$ cat src/rtl/snell_pkg.sv
// Shared constants and state encoding for the snell_law load sequencer.
package snell_pkg;

  // Width of the shared input port, the command fields and the result.
  localparam int SNELL_DW   = 7;
  // Default number of cycles each load select is held.
  localparam int SNELL_HOLD = 10;
  // Default number of cycles out_sel is held before the result is captured.
  localparam int SNELL_LAT  = 4;

  typedef enum logic [2:0] {
    ST_IDLE  = 3'd0,
    ST_LD_N2 = 3'd1,
    ST_LD_T1 = 3'd2,
    ST_LD_T2 = 3'd3,
    ST_READ  = 3'd4,
    ST_RESP  = 3'd5
  } loader_state_t;

  // Larger of two integers; used to size the shared phase timer.
  function automatic int max_int(input int a, input int b);
    return (a > b) ? a : b;
  endfunction

endpackage

$ cat src/rtl/hold_timer.sv
// Loadable down-counter that times each load/read phase of the loader.
// done is high in the last cycle of a phase (count == 1).
module hold_timer #(
  parameter int TW = 4
) (
  input  logic          clk,
  input  logic          rst,
  input  logic          load,
  input  logic [TW-1:0] value,
  output logic          done
);

  logic [TW-1:0] count;

  // Reload on phase entry, otherwise count down and park at zero.
  always_ff @(posedge clk) begin
    if (!rst) begin
      count <= '0;
    end else if (load) begin
      count <= value;
    end else if (count != '0) begin
      count <= count - 1'b1;
    end
  end

  assign done = (count == TW'(1));

endmodule

$ cat src/rtl/snell_loader.sv
// Host-side sequencer for the snell_law shared-port load protocol.
// Accepts one (n2, theta1, theta2) command, strobes each field into the core
// for HOLD cycles, raises out_sel for LAT cycles, captures output_port and
// returns it on the response channel.
//
// Handshakes: a transfer happens on a rising edge where valid and ready are
// both high. cmd_ready is high only in IDLE; a command source must hold
// cmd_valid and its fields stable until the transfer. res_valid is held with
// res_data stable until the edge where res_ready is also high.
module snell_loader
  import snell_pkg::*;
#(
  parameter int DW   = SNELL_DW,
  parameter int HOLD = SNELL_HOLD,
  parameter int LAT  = SNELL_LAT
) (
  input  logic          clk,
  input  logic          rst,
  input  logic          cmd_valid,
  output logic          cmd_ready,
  input  logic [DW-1:0] cmd_n2,
  input  logic [DW-1:0] cmd_t1,
  input  logic [DW-1:0] cmd_t2,
  output logic          n2_sel,
  output logic          t1_sel,
  output logic          t2_sel,
  output logic          out_sel,
  output logic [DW-1:0] input_port,
  input  logic [DW-1:0] output_port,
  output logic          res_valid,
  input  logic          res_ready,
  output logic [DW-1:0] res_data,
  output logic          busy,
  output logic [2:0]    state_dbg
);

  localparam int TW = $clog2(max_int(HOLD, LAT) + 1);

  loader_state_t state, next_state;

  logic [DW-1:0] n2_q, t1_q, t2_q;

  logic          accept;
  logic          capture;
  logic          timer_load;
  logic [TW-1:0] timer_value;
  logic          timer_done;

  logic          nxt_n2_sel, nxt_t1_sel, nxt_t2_sel, nxt_out_sel;
  logic [DW-1:0] nxt_input_port;
  logic          nxt_res_valid, nxt_busy, nxt_cmd_ready;

  hold_timer #(.TW(TW)) u_timer (
    .clk   (clk),
    .rst   (rst),
    .load  (timer_load),
    .value (timer_value),
    .done  (timer_done)
  );

  // Next state, phase timer control and next values of the registered outputs.
  always_comb begin
    next_state     = state;
    accept         = 1'b0;
    capture        = 1'b0;
    nxt_input_port = '0;

    case (state)
      ST_IDLE: begin
        accept = cmd_valid && cmd_ready;
        if (accept) next_state = ST_LD_N2;
      end
      ST_LD_N2: if (timer_done) next_state = ST_LD_T1;
      ST_LD_T1: if (timer_done) next_state = ST_LD_T2;
      ST_LD_T2: if (timer_done) next_state = ST_READ;
      ST_READ: begin
        capture = timer_done;
        if (timer_done) next_state = ST_RESP;
      end
      ST_RESP: if (res_valid && res_ready) next_state = ST_IDLE;
      default: next_state = ST_IDLE;
    endcase

    // Every state entry restarts the timer; only READ uses the LAT length.
    timer_load  = (next_state != state);
    timer_value = (next_state == ST_READ) ? TW'(LAT) : TW'(HOLD);

    nxt_n2_sel    = (next_state == ST_LD_N2);
    nxt_t1_sel    = (next_state == ST_LD_T1);
    nxt_t2_sel    = (next_state == ST_LD_T2);
    nxt_out_sel   = (next_state == ST_READ);
    nxt_res_valid = (next_state == ST_RESP);
    nxt_busy      = (next_state != ST_IDLE);
    nxt_cmd_ready = (next_state == ST_IDLE);

    // The n2 field is driven straight from the command on the accepting edge,
    // since the latch is being written on that same edge.
    case (next_state)
      ST_LD_N2: nxt_input_port = accept ? cmd_n2 : n2_q;
      ST_LD_T1: nxt_input_port = t1_q;
      ST_LD_T2: nxt_input_port = t2_q;
      default:  nxt_input_port = '0;
    endcase
  end

  // State register and registered outputs; reset abandons any command.
  always_ff @(posedge clk) begin
    if (!rst) begin
      state      <= ST_IDLE;
      n2_sel     <= 1'b0;
      t1_sel     <= 1'b0;
      t2_sel     <= 1'b0;
      out_sel    <= 1'b0;
      input_port <= '0;
      res_valid  <= 1'b0;
      busy       <= 1'b0;
      cmd_ready  <= 1'b0;
      res_data   <= '0;
    end else begin
      state      <= next_state;
      n2_sel     <= nxt_n2_sel;
      t1_sel     <= nxt_t1_sel;
      t2_sel     <= nxt_t2_sel;
      out_sel    <= nxt_out_sel;
      input_port <= nxt_input_port;
      res_valid  <= nxt_res_valid;
      busy       <= nxt_busy;
      cmd_ready  <= nxt_cmd_ready;
      if (capture) res_data <= output_port;
    end
  end

  // Command latch; written only on an accepted command.
  always_ff @(posedge clk) begin
    if (!rst) begin
      n2_q <= '0;
      t1_q <= '0;
      t2_q <= '0;
    end else if (accept) begin
      n2_q <= cmd_n2;
      t1_q <= cmd_t1;
      t2_q <= cmd_t2;
    end
  end

  assign state_dbg = state;

endmodule

$ cat config.mk
export PLATFORM = sky130hd
export DESIGN_NAME = snell_loader
export DESIGN_NICKNAME = d
export VERILOG_FILES = /design/src/rtl/snell_pkg.sv /design/src/rtl/hold_timer.sv /design/src/rtl/snell_loader.sv
export SDC_FILE = /design/constraint.sdc
export NUM_CORES = 1
export LEC_CHECK = 0
export CORE_MARGIN = 2
export CORE_UTILIZATION = 65
export DETAILED_ROUTE_END_ITERATION = 6
export DONT_BUFFER_PORTS = 1
export PLACE_DENSITY = 0.81
export SYNTH_ARGS = -nofsm -noshare
export SYNTH_HDL_FRONTEND = slang
export SYNTH_SLANG_ARGS = --single-unit
export TNS_END_PERCENT = 100
$ cat constraint.sdc
create_clock -name clk -period 5.9 [get_ports clk]
set_clock_uncertainty 0.1 [all_clocks]
set_input_delay 1.18 -clock clk [delete_from_list [all_inputs] [get_ports clk]]
set_output_delay 1.18 -clock clk [all_outputs]
set_load 0.01 [all_outputs]
==> results of run 1 <==
-- per-layer routing --
layer | vias to the layer above | global-route usage (%) | routed length, um | part of all wire [%]
li1 | 797 | - | - | -
met1 | 792 | 30.6 | 1720 | 38
met2 | 84 | 45.0 | 2290 | 51
met3 | 10 | 7.58 | 394 | 8.8
met4 | 0 | 13.0 | 78 | 1.7
met5 | - | 0 | 0 | 0
-- power by group through the flow --
stage	registers, mW	logic [mW]	clock network (mW)
floorplan	0.410	0.221	0
global placement	0.431	0.231	0
detailed placement	0.435	0.245	0
CTS	0.427	0.246	0.150
global route	0.434	0.276	0.167
finish	0.429	0.248	0.146
-- synthesized netlist by cell type, types with 2 or more instances --
master                      count  area, um2
sky130_fd_sc_hd__nand2_1       51        191
sky130_fd_sc_hd__nand4bb_1      2       22.5
sky130_fd_sc_hd__and3_1         4       25.0
sky130_fd_sc_hd__dfxtp_1       49        981
sky130_fd_sc_hd__and2_1         2       12.5
sky130_fd_sc_hd__a311oi_1       7       61.3
sky130_fd_sc_hd__buf_2          5       25.0
sky130_fd_sc_hd__nor2b_1        3       18.8
sky130_fd_sc_hd__a32oi_1        6       52.6
sky130_fd_sc_hd__nor4_1         2       12.5
sky130_fd_sc_hd__ha_1           3       37.5
sky130_fd_sc_hd__nor2_1        11       41.3
sky130_fd_sc_hd__a21oi_1       26        130
sky130_fd_sc_hd__xnor2_1        4       35.0
sky130_fd_sc_hd__nand3_1        9       45.0
sky130_fd_sc_hd__inv_1          5       18.8
sky130_fd_sc_hd__nor3_1         3       15.0
sky130_fd_sc_hd__clkbuf_1       7       26.3
sky130_fd_sc_hd__mux2i_1        9       90.1
-- worst register-to-register path: cells and delay by family (launching register included) --
kind            cells  cell delay (ps)
flops               1              660
simple gates        3             1160
compound gates      1              460
-- area by class of cell --
cell class	count	area [um2]
flip-flops and latches	49	981
inverters	6	22.5
well taps	44	55.1
clock buffers	7	45.0
multi-input cells	162	991
repair buffers	1	7.51
clock inverters	1	7.51
fillers	250	918
-- cell families (layout without fill, tap and decap cells) --
kind of cell,after synthesis,after routing
simple gates,96,96
flops,49,49
compound gates,48,48
buf+inv,19,15
mux,9,9
xor+xnor,5,5
fa+ha+maj,4,4
-- sequential cells by signal, summed over array words and instances, names as in the netlist --
| signal | cells |
|---|---|
| res_valid | 1 |
| u_timer.count | 4 |
| n2_sel | 1 |
| out_sel | 1 |
| input_port | 7 |
| cmd_ready | 1 |
| t2_sel | 1 |
| t1_q | 7 |
| t2_q | 7 |
| t1_sel | 1 |
| busy | 1 |
| res_data | 7 |
| n2_q | 7 |
| state_dbg | 3 |
-- stage by stage --
step / utilization [%] / hold slack [ps] / cells
2_1_floorplan: - / 336 / 230
3_3_place_gp: 67.9 / 342 / 262
3_5_place_dp: 67.9 / 348 / 262
4_1_cts: 69.7 / 366 / 270
5_1_grt: 69.7 / 388 / 270
6_report: 69.7 / 368 / 270
-- worst min path at each step --
stage                         endpoint               start  cells past startpoint
floorplan           n2_q[1]$_SDFF_PN0_  n2_q[1]$_SDFF_PN0_                      2
global placement    n2_q[1]$_SDFF_PN0_  n2_q[1]$_SDFF_PN0_                      2
detailed placement  n2_q[1]$_SDFF_PN0_  n2_q[1]$_SDFF_PN0_                      2
CTS                 n2_q[1]$_SDFF_PN0_  n2_q[1]$_SDFF_PN0_                      2
global route        n2_q[1]$_SDFF_PN0_  n2_q[1]$_SDFF_PN0_                      2
finish              n2_q[1]$_SDFF_PN0_  n2_q[1]$_SDFF_PN0_                      2
==> metrics.sh, run 1 <==
CPPEAKSTAGEDELAY_PS=700
SYNTH_ENABLE_FLOP_CELLS=0
CRITICAL_PATH.CELL_CHAIN='nand4bb_1 -> nand2b_1 -> o21a_1 -> and3_1'
CRITPATHMAXFANOUT=23
CLKSLEWWORSTSETUPHOLDPATHS_PS=130
GP_ROUTABILITY_CONGESTION=0.918
YS_SEQ_AREA_SHARE_PCT=47.7
SYNTH_COMPOUND_GATE_AREA_SHARE_PCT=16.7
PLACE_HPWL_MM=3.20
MOST_COMMON_CELL_AFTER_LAYOUT_FILL_AND_TAPS_ASIDE='sky130_fd_sc_hd__nand2_1'
PATH_DEPTH=4
DPL_WORST_SLACK_PS=3090
SWSHARE_PCT=36.7
MAX_SLEW_MARGIN_PCT=38.0
FINAL_AREA_MM2=0.00211
YOSYS.AREA_SHARE.XOR_XNOR_PCT=2.13
CP.BUFFERS_INVERTERS=0
CRITPATHLAUNCH='cmd_valid'
DETAIL_ROUTE.VIAS_PER_CELL=6.23
DRIVE_ABOVE_1_SHARE_PCT=5.75
DOMINANTREGCELLSYNTH='sky130_fd_sc_hd__dfxtp_1'
STARTPOINT_TYPE='input port'
SYN_NETS=265
INITIAL_CORE_UTIL_PCT=67.9
POSTCTSSETUPBUFFERS=0
SYNTH_FA_HA_AREA_SHARE_PCT=2.37
TIMING.CRITICAL_PATH.ARRIVAL_PS=2670
HTREE_NUM_LEVELS=2
ANTENNA_CELLS=0
POWER.SHARE.CLOCK_PCT=17.7
SYNTH.MUX.AREA_FRACTION_PCT=4.38
HOLD_BUFFERS=0
TRITONCTS.NUM_BUFFERS=5
FINAL-MAX-SLEW-VIOLATION-COUNT=0
ENDPOINT='cmd_ready$_SDFF_PN0_'
MAX_SLEW.WORST_PIN.SLEW_PS=924
FLOORPLAN.DIE.WIDTH_UM=60.3
CAP_VIOLATIONS=0
WORST-SETUP-PATH-TYPE='input port to register'
WORST_R2R_PATH_DEPTH=4
DRT_ITER0_DRC=102
FLOORPLAN.ROWS=20
REG_TO_REG_SLACK_SETUP_PS=3480
CTS.PATH.MAX_BUFFERS=2
CTS_REPAIR_RESIZE_COUNT=0
COUNT_OF_MAPPED_CELLS_OUT_OF_SYNTHESIS=230
STATUS='finished clean'
CELLLEAKAGEPOWER_nW=0.762
FINAL_HOLD_VIOL_COUNT=0
GRT_USE_TOTAL_PCT=26.7
FIRST_PASS_GRT_WIRE_LENGTH_MM=7.03
FP.COREAREA_MM2=0.00303
TRITONCTS='done'
REGTOREGENDPOINT='cmd_ready$_SDFF_PN0_'
FINAL_ANTENNA_NET_COUNT=0
TOTALNEGATIVESETUPSLACK_PS=0
INTPOWER_uW=521
SYNTH.AVG_CELL_AREA_UM2=8.94
FIN_CRIT_SH_PCT=41.7
CP_TOP_FAMILY='simple AND/OR/NAND/NOR gates'
SYN_TO_FINAL_GROWTH_PCT=2.55
POSTSYNTH.ASYNCRESETSHARE_PCT=0
SWITCHING_POWER_uW=302
FIRST_GLOBAL_VIAS=1582
DPL-INSTANCE-AREA_MM2=0.00206
VIAS=1683
DRTPASS1ITERATIONS=4
LARGEST_FAMILY_OF_LOGIC_CELLS_BY_SYNTHESIZED_AREA='simple AND/OR/NAND/NOR gates'
SYNTH_AREA_MM2=0.00206
TIMING.HOLD.WORST.CLASS='register to register'
SYNTHESIZED_AREA_FRACTION_OCCUPIED_BY_AND_OR_NAND_NOR_CELLS_PCT=22.6
I_O_PINS=56
SYNTH.YOSYS.WARNINGS=0
MOSTFREQUENTLAYOUTCELLS='sky130_fd_sc_hd__nand2_1, sky130_fd_sc_hd__dfxtp_1, sky130_fd_sc_hd__a21oi_1'
DRT-TOTAL-WL_MM=4.49
PWR_DENSITY_CELL_mW_PER_MM2=390
DIEAREA_MM2=0.00363
NETLIST-CELL-TYPE-COUNT=41
POWER.SHARE.COMBINATIONAL_PCT=30.1
COUNT_OF_BUFFERS_INSERTED_AT_THE_TOP_LEVEL_PORTS=0
CLOCK_SINK_COUNT=49
ROUTE.DETAILED.DRC=0
P_TOTAL_uW=823
CRITICAL_PATH.SLOWEST_CELL='sky130_fd_sc_hd__nand2b_1'
SETUP_VIOL_COUNT_FINAL=0
NETS=260
FINAL.SETUP.WORST_SLACK_PS=3440
ENDPOINT_KIND='register'
SEQPWRFRAC_PCT=52.1
GRT_SETUP_UNREPAIRED='no'
REG2REG_FROM='state_dbg[0]$_SDFF_PN0_'
WIRE_PER_INST_UM=16.6
FMAX_MHz=406
DIE_Y_UM=60.3
PIN_COUNT_OF_THE_BIGGEST_NET_ENTERING_GLOBAL_ROUTING=37
GRT_OVERFLOW=0
CLOCK-ROOT-BUFFER='sky130_fd_sc_hd__clkbuf_4'
ANTENNA_FOUND_INITIAL=0
YS_SEQ_ELEMENTS=49
WORST_SKEW_PAIR.LATE_LATENCY_PS=360
CP.REQUIRED_PS=6110
LAYOUT_MIN_CYCLE_TIME_PS=2460
IR_DROP_mV=0.245
(Power assumes the default switching activity.)
==> run 2: changes to the inputs <==
--- a/config.mk
+++ b/config.mk
@@ -6,10 +6,10 @@
 export NUM_CORES = 1
 export LEC_CHECK = 0
 export CORE_MARGIN = 2
-export CORE_UTILIZATION = 65
+export CORE_UTILIZATION = 55
 export DETAILED_ROUTE_END_ITERATION = 6
 export DONT_BUFFER_PORTS = 1
-export PLACE_DENSITY = 0.81
+export PLACE_DENSITY = 0.73
 export SYNTH_ARGS = -nofsm -noshare
 export SYNTH_HDL_FRONTEND = slang
 export SYNTH_SLANG_ARGS = --single-unit
==> constraint.sdc (replaced) <==
create_clock -name clk -period 2.1 [get_ports clk]
set_clock_uncertainty 0.1 [all_clocks]
set_input_delay 0.42 -clock clk [delete_from_list [all_inputs] [get_ports clk]]
set_output_delay 0.42 -clock clk [all_outputs]
set_load 0.01 [all_outputs]
==> run 2 against run 1 <==
Effect of this change:
- clock-buffer cell count stayed put
- first-iteration DRC count increased by 60%
- largest power group unchanged
- critical path depth is 3 higher
- power grew to 3.1 times the previous value
- clock power rose to 3.7 times the previous value
==> metrics.sh, run 2 (synthesized netlist as in run 1, its figures left out) <==
STATUS='finished clean'
HTREE_NUM_LEVELS=2  # unchanged
REG_TO_REG_SLACK_SETUP_PS=70  # -3410 ps
CELLLEAKAGEPOWER_nW=0.866  # +14%
CLOCK-ROOT-BUFFER='sky130_fd_sc_hd__clkbuf_8'
COUNT_OF_BUFFERS_INSERTED_AT_THE_TOP_LEVEL_PORTS=0  # unchanged
WORST-SETUP-PATH-TYPE='register to register'
TRITONCTS.NUM_BUFFERS=5  # unchanged
REG2REG_FROM='u_timer.count[1]$_SDFFE_PN0P_'
IR_DROP_mV=0.567  # +130%
FLOORPLAN.ROWS=22  # +10%
PWR_DENSITY_CELL_mW_PER_MM2=1120  # +190%
TIMING.CRITICAL_PATH.ARRIVAL_PS=2120  # -550 ps
GRT_USE_TOTAL_PCT=22.6  # -4.0 points
SETUP_VIOL_COUNT_FINAL=0  # unchanged
CLOCK_SINK_COUNT=49  # unchanged
TRITONCTS='done'
CRITPATHLAUNCH='u_timer.count[1]$_SDFFE_PN0P_'
MOST_COMMON_CELL_AFTER_LAYOUT_FILL_AND_TAPS_ASIDE='sky130_fd_sc_hd__nand2_1'
P_TOTAL_mW=2.59  # +210%
FIRST_PASS_GRT_WIRE_LENGTH_MM=7.38  # +5.0%
NETS=277  # +6.5%
PLACE_HPWL_MM=3.27  # +2.0%
ANTENNA_CELLS=0  # unchanged
DIE_Y_UM=65.2  # +8.1%
DRIVE_ABOVE_1_SHARE_PCT=13.6  # +7.9 points
MOSTFREQUENTLAYOUTCELLS='sky130_fd_sc_hd__nand2_1, sky130_fd_sc_hd__dfxtp_1, sky130_fd_sc_hd__a21oi_1'
MAX_SLEW_MARGIN_PCT=63.9  # +26 points
ENDPOINT_KIND='register'
WORST_SKEW_PAIR.LATE_LATENCY_PS=290  # -70 ps
FLOORPLAN.DIE.WIDTH_UM=65.2  # +8.1%
MAX_SLEW.WORST_PIN.SLEW_PS=540  # -384 ps
HOLD_BUFFERS=0  # unchanged
LAYOUT_MIN_CYCLE_TIME_PS=2030
I_O_PINS=56  # unchanged
SYN_TO_FINAL_GROWTH_PCT=12.4
ROUTE.DETAILED.DRC=0  # unchanged
CP.REQUIRED_PS=2190  # -3920 ps
CTS.PATH.MAX_BUFFERS=2  # unchanged
DETAIL_ROUTE.VIAS_PER_CELL=5.76  # -7.7%
GP_ROUTABILITY_CONGESTION=0.952  # +3.7%
FINAL-MAX-SLEW-VIOLATION-COUNT=0  # unchanged
WIRE_PER_INST_UM=15.6  # -6.3%
PIN_COUNT_OF_THE_BIGGEST_NET_ENTERING_GLOBAL_ROUTING=24  # -35%
DRT-TOTAL-WL_MM=4.52  # +0.67%
FIN_CRIT_SH_PCT=96.7
FINAL_ANTENNA_NET_COUNT=0  # unchanged
TIMING.HOLD.WORST.CLASS='input port to register'
FMAX_MHz=492
DRTPASS1ITERATIONS=4  # unchanged
DIEAREA_MM2=0.00425  # +17%
TOTALNEGATIVESETUPSLACK_PS=0  # unchanged
ENDPOINT='u_timer.count[0]$_SDFFE_PN0P_'
DP.CELLS=280  # +6.9%
DRT_ITER0_DRC=163  # +60%
FINAL_CORE_UTIL_PCT=63.6  # -6.0 points
FIRST_GLOBAL_VIAS=1580  # -0.13%
FINAL_HOLD_VIOL_COUNT=0  # unchanged
FINAL_CELLS=290  # +7.4%
CRITPATHMAXFANOUT=5  # -78%
FP.COREAREA_MM2=0.00363  # +20%
CAP_VIOLATIONS=0  # unchanged
REGTOREGENDPOINT='u_timer.count[0]$_SDFFE_PN0P_'
STARTPOINT_TYPE='register'
VIAS=1669  # -0.83%
INITIAL_CORE_UTIL_PCT=56.6  # -11 points
GRT_OVERFLOW=0  # unchanged
ANTENNA_FOUND_INITIAL=0  # unchanged
CLKSLEWWORSTSETUPHOLDPATHS_PS=80  # -50 ps
WORST_R2R_PATH_DEPTH=7  # +3
-- run 2: cell type report --
type                       instances  area, um2
inverter                           6       22.5
sequential                        49        981
multi-input combinational        162       1010
tap                               48       60.1
clock buffer                       7       86.3
timing repair buffer              18        148
fill                             335       1320
-- run 2: power by group --
group / internal (mW) / total (mW) / switching, mW
logic: 0.398 / 0.858 / 0.460
registers: 1.05 / 1.19 / 0.142
clock network: 0.261 / 0.535 / 0.274
total: 1.71 / 2.59 / 0.876
-- run 2: metal layers --
layer / track usage, % / up-vias / wire [um]
met5: 0 / - / 0
met4: 7.55 / 0 / 59
met3: 5.65 / 6 / 252
met2: 37.4 / 46 / 2230
met1: 29.1 / 786 / 1980
li1: - / 831 / -
-- run 2: worst min path at each step --
| stage | startpoint | endpoint | cells past startpoint |
|---|---|---|---|
| global placement | n2_q[1]$_SDFF_PN0_ | n2_q[1]$_SDFF_PN0_ | 2 |
| CTS | rst | u_timer.count[3]$_SDFFE_PN0P_ | 2 |
| detailed placement | n2_q[6]$_SDFF_PN0_ | n2_q[6]$_SDFF_PN0_ | 2 |
| global route | cmd_t1[4] | t1_q[4]$_SDFFE_PN0P_ | 2 |
| finish | rst | u_timer.count[3]$_SDFFE_PN0P_ | 2 |
| floorplan | n2_q[1]$_SDFF_PN0_ | n2_q[1]$_SDFF_PN0_ | 2 |
-- run 2: critical path, stage by stage (launching register included) --
cell	delay, ps
sky130_fd_sc_hd__dfxtp_1	310
sky130_fd_sc_hd__inv_1	120
sky130_fd_sc_hd__ha_2	230
sky130_fd_sc_hd__or3b_4	410
sky130_fd_sc_hd__a32oi_4	210
sky130_fd_sc_hd__buf_4	160
sky130_fd_sc_hd__a21bo_4	240
sky130_fd_sc_hd__and3_1	160
-- run 2: per-stage QoR --
| step | hold slack (ps) | setup WS [ps] | instance area (um2) |
|---|---|---|---|
| after CTS | 137 | 6.12 | 2270 |
| final | 142 | 69.0 | 2310 |
| after global placement | 343 | 59.0 | 2180 |
| after floorplan | 336 | 200 | 2060 |
| after detailed placement | 347 | -6.97 | 2180 |
| after global routing | 147 | -10.6 | 2310 |
-- run 2: repair_timing --
item	in CTS	in global routing
gates cloned	0	0
gates resized for setup	0	4
pin swaps	1	2
endpoints found under the setup margin	3	12
buffers inserted	0	3
